File: src/rtl/counter_cmd_ctrl.sv
// Command sequencer owning an up/down count register: LOAD, step UP/DOWN by N,
// or SEEK to a target one unit per clock, with done/aborted/wrap pulses.
module counter_cmd_ctrl #(
  parameter int SIZE = 4
) (
  input  logic            clk,
  input  logic            reset,
  input  logic            cmd_valid,
  output logic            cmd_ready,
  input  logic [1:0]      cmd_op,
  input  logic [SIZE-1:0] cmd_arg,
  input  logic            abort,
  output logic [SIZE-1:0] count,
  output logic            busy,
  output logic            done,
  output logic            aborted,
  output logic            wrap
);

  localparam logic [1:0] OP_LOAD = 2'b00;
  localparam logic [1:0] OP_UP   = 2'b01;
  localparam logic [1:0] OP_DOWN = 2'b10;
  localparam logic [1:0] OP_SEEK = 2'b11;

  typedef enum logic {IDLE, RUN} state_t;

  state_t          state, state_nxt;
  logic [SIZE-1:0] steps_left;
  logic [SIZE-1:0] target;
  logic            dir_up;
  logic            is_seek;

  logic            accept;
  logic            start_run;
  logic            step;
  logic            done_nxt;
  logic            aborted_nxt;
  logic            wrap_nxt;
  logic [SIZE-1:0] count_step;

  function automatic logic [SIZE-1:0] step_val(input logic [SIZE-1:0] v, input logic up);
    return up ? v + SIZE'(1) : v - SIZE'(1);
  endfunction

  // A step wraps when it leaves the all-ones value upward or zero downward.
  function automatic logic step_wraps(input logic [SIZE-1:0] v, input logic up);
    return up ? (v == {SIZE{1'b1}}) : (v == '0);
  endfunction

  assign accept     = cmd_valid && cmd_ready;
  assign count_step = step_val(count, dir_up);

  always_ff @(posedge clk or posedge reset) begin
    if (reset) state <= IDLE;
    else       state <= state_nxt;
  end

  always_comb begin
    state_nxt   = state;
    start_run   = 1'b0;
    step        = 1'b0;
    done_nxt    = 1'b0;
    aborted_nxt = 1'b0;
    case (state)
      IDLE: begin
        if (accept) begin
          case (cmd_op)
            OP_LOAD: done_nxt = 1'b1;
            OP_SEEK: begin
              if (cmd_arg == count) done_nxt = 1'b1;
              else begin
                start_run = 1'b1;
                state_nxt = RUN;
              end
            end
            default: begin
              if (cmd_arg == '0) done_nxt = 1'b1;
              else begin
                start_run = 1'b1;
                state_nxt = RUN;
              end
            end
          endcase
        end
      end
      RUN: begin
        // Abort wins over stepping, including on the would-be final step.
        if (abort) begin
          aborted_nxt = 1'b1;
          state_nxt   = IDLE;
        end else begin
          step = 1'b1;
          if (is_seek ? (count_step == target) : (steps_left == SIZE'(1))) begin
            done_nxt  = 1'b1;
            state_nxt = IDLE;
          end
        end
      end
      default: state_nxt = IDLE;
    endcase
  end

  always_comb begin
    cmd_ready = (state == IDLE);
    busy      = (state == RUN);
  end

  assign wrap_nxt = step && step_wraps(count, dir_up);

  always_ff @(posedge clk or posedge reset) begin
    if (reset) begin
      count      <= '0;
      steps_left <= '0;
      target     <= '0;
      dir_up     <= 1'b0;
      is_seek    <= 1'b0;
      done       <= 1'b0;
      aborted    <= 1'b0;
      wrap       <= 1'b0;
    end else begin
      done    <= done_nxt;
      aborted <= aborted_nxt;
      wrap    <= wrap_nxt;
      if (accept && cmd_op == OP_LOAD) count <= cmd_arg;
      if (start_run) begin
        is_seek    <= (cmd_op == OP_SEEK);
        dir_up     <= (cmd_op == OP_UP) || (cmd_op == OP_SEEK && cmd_arg > count);
        steps_left <= cmd_arg;
        target     <= cmd_arg;
      end
      if (step) begin
        count      <= count_step;
        steps_left <= steps_left - SIZE'(1);
      end
    end
  end

endmodule

File: config.mk
export PLATFORM = sky130hd
export DESIGN_NAME = counter_cmd_ctrl
export DESIGN_NICKNAME = d
export VERILOG_FILES = /design/src/rtl/counter_cmd_ctrl.sv
export SDC_FILE = /design/constraint.sdc
export NUM_CORES = 1
export LEC_CHECK = 0
export BUFFER_PORTS_ARGS = -buffer_cell sky130_fd_sc_hd__buf_2
export CAP_MARGIN = 20
export CORE_MARGIN = 1
export CORE_UTILIZATION = 62
export CTS_BUF_LIST = sky130_fd_sc_hd__clkbuf_8
export DETAILED_ROUTE_END_ITERATION = 16
export GPL_ROUTABILITY_DRIVEN = 1
export PLACE_DENSITY = 0.87
export SYNTH_ARGS = -nofsm -noshare
export SYNTH_HDL_FRONTEND = slang
export SYNTH_SLANG_ARGS = --single-unit
File: constraint.sdc
create_clock -name clk -period 2.7 [get_ports clk]
set_clock_uncertainty 0.05 [all_clocks]
set_input_delay 0.54 -clock clk [delete_from_list [all_inputs] [get_ports clk]]
set_output_delay 0.54 -clock clk [all_outputs]
set_load 0.02 [all_outputs]
==> flow_summary.ini, run 1 <==
[status]
outcome = finished clean

[timing]
setup_viol = 0
timing.hold.ws_ns = 0.3313
fin_crit_ns = 2.168
tns_ns = 0
final-hold-violation-count = 0
post-route-period-util_pct = 80.29
max_freq_ghz = 0.4613
maxSlewViolCount = 0
rsz0062_at_grt = false
slew_headroom_pct = 54.61
tightest_slew_ns = 0.6715

[pwr]
switching_share_pct = 45.33
vdd_ir_drop_max_mv = 0.7656
switching_power_w = 0.0007085
p_seq_share_pct = 32.7
p_int_w = 0.0008545
clock_power_share_pct = 11.7
p_leak_nw = 0.6611
combPwrFrac_pct = 55.5
powerDensity_nw_per_um2 = 1200

[critical_path]
path_cells = inv_1 -> fa_1 -> xnor2_1 -> xnor2_1 -> nand4_1 -> a21oi_1 -> o31ai_2
reg2reg_slack_ns = 0.53
startpoint_type = flop
cp.required_ns = 2.77
r2r_start = count[0]$_DFFE_PP0P_
cp_slowest_stage_delay_ns = 0.49
worstSetupPathType = flop to flop
ff2ff_path_depth = 7
r2r_end = busy$_DFF_PP0_
critPathArrivalTime_ns = 2.24
crit_top_cell = xnor2_1
crit_path_max_fanout = 8
crit_slowest_cell = dfrtp_1
end_kind = flop

[global_route]
grt_use_met2_pct = 41.45
overflow = 0
antenna_found_initial = 0
use_met3_pct = 5.600
track_usage_pct = 27.85
grt_pass1_vias = 921
grt_pass1_wl_mm = 4.029
met1_usage_pct = 40.00
grt_max_degree = 19
grt.busiest_layer = met2

[yosys]
ys_seq_elements = 18
async_reset_ff_share_pct = 100.0
synth_cell_type_count = 36
postSynthAreaPerCell_um2 = 9.482
synth.area.top_cells = dfrtp_1, ha_1, nand2_1
ys.warnings.count = 0
synthTopCellsByCount = dfrtp_1, nand2_1, inv_1
netlist_instances = 121
synth_edf_count = 0
ys_seq_area_share_pct = 39.26
synth.net_count = 143
yosys.cell_count.top_type = dfrtp_1
dominantRegCellSynth = dfrtp_1
synth_top_area_cell = dfrtp_1
synthesis.area_um2 = 1147
yosys.area.top_type_share_pct = 39.26

[die]
dieArea_um2 = 2027
core_area_um2 = 1727
io_pins = 19
die_h_um = 45.02
die_w_um = 45.02
start_util_pct = 66.45
row_count = 15

[clocking]
cts_root_buf = clkbuf_8
hold_buffers = 0
cts_made_buffers = 3
cts_buffer_depth = 2
tritoncts = done
clk_pin_slew_ns = 0.06
post_cts_buffers = 0
cts.sinks = 18
htreeDepth = 1
cts_resized = 0
clkLatencyLatePin_ns = 0.25

[placed_design]
post-dp-hpwl_mm = 1.901
io_buffers = 18
gp_congestion = 0.8771
place_area_um2 = 1261

[route]
drt_iter0_drc = 58
final_antenna_net_count = 0
wl_per_cell_um = 15.62
drcViolationCount = 0
firstDrtPassIters = 4
num_vias = 987
viasPerCell = 5.982
drt_wl_total_mm = 2.577

[final_layout]
fillers = 125
diodes = 0
fin_area_um2 = 1303
area_delta_synth_final_pct = 13.52
final_net_count = 164
drive_above_1_share_pct = 17.86

[worst_hold_path]
holdCritPathClass = input pin to asynchronous set/reset pin

[job]
maxCapViolations = 0
[layout by cell type (no fill, tap or decap), drive strengths merged]
cell / synthesis / final
a21bo: 1 / 1
a21o: 2 / 2
a21oi: 5 / 5
a221o: 1 / 1
a22o: 2 / 2
a22oi: 3 / 3
a31oi: 1 / 1
and2: 2 / 2
and3: 1 / 1
and4: 1 / 1
buf: 0 / 18
clkbuf: 2 / 3
dfrtp: 18 / 18
fa: 1 / 1
ha: 11 / 11
inv: 13 / 13
mux2: 2 / 2
mux2i: 1 / 1
nand2: 14 / 14
nand2b: 1 / 1
nand3: 4 / 4
nand4: 2 / 2
nor2: 5 / 5
nor2b: 2 / 2
nor3: 3 / 3
nor4: 2 / 2
nor4b: 1 / 1
o211ai: 2 / 2
o21a: 2 / 2
o21ai: 5 / 5
o31ai: 2 / 2
o32ai: 1 / 1
xnor2: 5 / 5
xor2: 3 / 3
[state kept, by name (all words and copies together) (netlist names)]
signal      cells
steps_left      4
target          4
dir_up          1
done            1
count           4
busy            1
is_seek         1
wrap            1
aborted         1
[area by class of cell]
class | instances | area (um2) | area share (%)
flip-flops and latches | 18 | 450.4 | 34.58
inverters | 13 | 48.80 | 3.746
multi-input cells | 88 | 640.6 | 49.18
well taps | 25 | 31.28 | 2.402
clock buffers | 3 | 41.29 | 3.170
repair buffers | 18 | 90.09 | 6.916
[critical path, delay by kind of cell (launching register included)]
| family | cells | cell delay, ns |
|---|---|---|
| compound gates | 2 | 0.29 |
| xor+xnor | 2 | 0.47 |
| fa+ha+maj | 1 | 0.45 |
| buf+inv | 1 | 0.13 |
| flops | 1 | 0.49 |
| simple gates | 1 | 0.15 |
[layer usage]
layer | wire length, um | part of all wire [%] | vias to the layer above
met5 | 0 | 0 | -
met4 | 27 | 1.0 | 0
met3 | 167 | 6.5 | 3
met2 | 1188 | 46 | 50
met1 | 1194 | 46 | 473
li1 | - | - | 461
[logic make-up after synthesis]
family / share of synthesized area (%)
xor+xnor: 6.107
fa+ha+maj: 13.74
mux: 2.835
compound gates: 16.90
simple gates: 16.25
flops: 39.26
buf+inv: 4.908
[worst max path at each step]
stage | from | endpoint | cells past startpoint
6_report | count[0]$_DFFE_PP0P_ | busy$_DFF_PP0_ | 7
2_1_floorplan | count[0]$_DFFE_PP0P_ | busy$_DFF_PP0_ | 7
3_3_place_gp | count[0]$_DFFE_PP0P_ | busy$_DFF_PP0_ | 7
3_5_place_dp | count[0]$_DFFE_PP0P_ | busy$_DFF_PP0_ | 7
5_1_grt | count[0]$_DFFE_PP0P_ | busy$_DFF_PP0_ | 7
4_1_cts | count[0]$_DFFE_PP0P_ | busy$_DFF_PP0_ | 7
[power by group through the flow]
stage / Sequential [W] / Combinational, W / Clock [W]
6_report: 0.000512 / 0.000868 / 0.000183
5_1_grt: 0.000525 / 0.000961 / 0.000197
4_1_cts: 0.000508 / 0.000857 / 0.000186
3_5_place_dp: 0.000513 / 0.000840 / 0
3_3_place_gp: 0.000509 / 0.000810 / 0
2_1_floorplan: 0.000541 / 0.000600 / 0
[per-stage QoR]
stage | power, W | cells | utilization (%) | worst slack (ns)
after global routing | 0.001684 | 165 | 75.43 | 0.3763
final | 0.001563 | 165 | 75.43 | 0.5321
after floorplan | 0.001141 | 121 | - | 0.7077
after CTS | 0.001550 | 165 | 75.43 | 0.5650
after global placement | 0.001319 | 162 | 73.04 | 0.6417
after detailed placement | 0.001353 | 162 | 73.04 | 0.6036
(Power assumes the default switching activity.)
==> run 2, diff against run 1 <==
--- a/config.mk
+++ b/config.mk
@@ -8,11 +8,11 @@
 export BUFFER_PORTS_ARGS = -buffer_cell sky130_fd_sc_hd__buf_2
 export CAP_MARGIN = 20
 export CORE_MARGIN = 1
-export CORE_UTILIZATION = 62
+export CORE_UTILIZATION = 52
 export CTS_BUF_LIST = sky130_fd_sc_hd__clkbuf_8
 export DETAILED_ROUTE_END_ITERATION = 16
 export GPL_ROUTABILITY_DRIVEN = 1
-export PLACE_DENSITY = 0.87
+export PLACE_DENSITY = 0.77
 export SYNTH_ARGS = -nofsm -noshare
 export SYNTH_HDL_FRONTEND = slang
 export SYNTH_SLANG_ARGS = --single-unit
==> constraint.sdc (replaced) <==
create_clock -name clk -period 1.95 [get_ports clk]
set_clock_uncertainty 0.05 [all_clocks]
set_input_delay 0.39 -clock clk [delete_from_list [all_inputs] [get_ports clk]]
set_output_delay 0.39 -clock clk [all_outputs]
set_load 0.02 [all_outputs]
==> run 2 against run 1 <==
Combinational power rose by 68%. Sequential power rose by 34%. Clock power rose by 64%. Final area rose by 9.1%. Highest routed layer unchanged. Largest cell class unchanged.
==> flow_summary.ini, run 2 (synthesis results as in run 1) <==
[status]
outcome = finished clean

[final_layout]
area_delta_synth_final_pct = 23.88
fin_area_um2 = 1421
top_regs = count (4), steps_left (4), target (4)
diodes = 0
final_cell_mix = buf_2, dfrtp_1, nand2_1
final_common_cell = buf_2
final_net_count = 174
drive_above_1_share_pct = 28.48

[placed_design]
place_area_um2 = 1325
io_buffers = 18
gp_congestion = 0.9660
place_ws_ns = -0.006975
post-dp-hpwl_mm = 2.147

[timing]
post-route-period-util_pct = 96.27
max_freq_ghz = 0.5327
tightest_slew_ns = 0.6786
fin_ws_ns = 0.07273
timing.hold.ws_ns = 0.1805
final-hold-violation-count = 0
slew_headroom_pct = 54.71
rsz0062_at_grt = false
fin_crit_ns = 1.877
tns_ns = 0
maxSlewViolCount = 0
setup_viol = 0

[die]
die_h_um = 48.97
core_area_um2 = 2022
row_count = 16
io_pins = 19
start_util_pct = 56.75
dieArea_um2 = 2398
die_w_um = 48.97

[clocking]
cts_root_buf = clkbuf_8
tritoncts = done
cts_made_buffers = 3
htreeDepth = 1
cts_buffer_depth = 2
clkLatencyLatePin_ns = 0.25
clk_pin_slew_ns = 0.07
cts.sinks = 18

[critical_path]
r2r_end = busy$_DFF_PP0_
startpoint_type = flop
crit_path_max_fanout = 4
critPathArrivalTime_ns = 1.95
end_kind = flop
ff2ff_path_depth = 7
cp.required_ns = 2.02
r2r_start = count[0]$_DFFE_PP0P_
reg2reg_slack_ns = 0.07
worstSetupPathType = flop to flop

[worst_hold_path]
holdCritPathClass = input pin to asynchronous set/reset pin

[route]
drt_wl_total_mm = 2.793
num_vias = 1072
final_antenna_net_count = 0
wl_per_cell_um = 15.69
firstDrtPassIters = 4
viasPerCell = 6.022
drcViolationCount = 0
drt_iter0_drc = 32

[pwr]
p_leak_nw = 0.7299
fin_total_pwr_w = 0.002448
vdd_ir_drop_max_mv = 1.080
powerDensity_nw_per_um2 = 1722

[global_route]
grt_max_degree = 19
grt_pass1_wl_mm = 4.726
grt_pass1_vias = 1058
antenna_found_initial = 0
track_usage_pct = 25.95
overflow = 0

[job]
maxCapViolations = 0
-- run 2: worst max-delay path by stage --
| stage | slack (ns) | cells past startpoint | start | end |
|---|---|---|---|---|
| after floorplan | 0.01 | 7 | count[3]$_DFFE_PP0P_ | steps_left[0]$_DFFE_PP0P_ |
| after detailed placement | -0.007 | 7 | count[0]$_DFFE_PP0P_ | busy$_DFF_PP0_ |
| final | 0.07 | 7 | count[0]$_DFFE_PP0P_ | busy$_DFF_PP0_ |
| after CTS | 0.04 | 6 | count[2]$_DFFE_PP0P_ | steps_left[0]$_DFFE_PP0P_ |
| after global placement | 0.03 | 7 | count[0]$_DFFE_PP0P_ | busy$_DFF_PP0_ |
| after global routing | 0.0006 | 7 | count[2]$_DFFE_PP0P_ | steps_left[3]$_DFFE_PP0P_ |
-- run 2: worst max-delay path: stages (launching register included) --
cell	delay, ns
dfrtp_2	0.39
inv_1	0.08
fa_1	0.48
xnor2_2	0.20
xnor2_1	0.14
nand4_1	0.16
a21oi_2	0.17
o31ai_2	0.08
-- run 2: report_power, final --
part	leakage (nW)	internal, W	switching [W]	total, W
logic	0.480	0.000671	0.000790	0.00146
clock network	0.0288	0.000179	0.000121	0.000300
registers	0.221	0.000544	0.000143	0.000687
-- run 2: repair_timing --
action                     in CTS  in global routing
pin swaps                       0                  1
resized for setup               1                  6
buffers inserted                0                  2
hold buffers                    0                  0
setup endpoints to repair       1                 10
-- run 2: through the flow --
stage,util (%),std cells
floorplan,-,121
finish,70.30,178
global placement,65.53,172
CTS,68.63,176
detailed placement,65.53,172
global route,70.30,178
-- run 2: layout make-up --
class	count	area (um2)
tap	27	33.78
clock buffer	4	55.05
sequential	18	452.9
multi-input combinational	88	665.6
fill	152	600.6
inverter	13	48.80
timing repair buffer	28	165.2
-- run 2: metal layers --
layer  part of all wire, %  vias to the layer above  GRT usage [%]
li1                      -                      486              -
met1                    41                      528          32.20
met2                    50                       49          43.29
met3                   7.0                        9          4.984
met4                   2.4                        0          12.25
met5                     0                        -              0
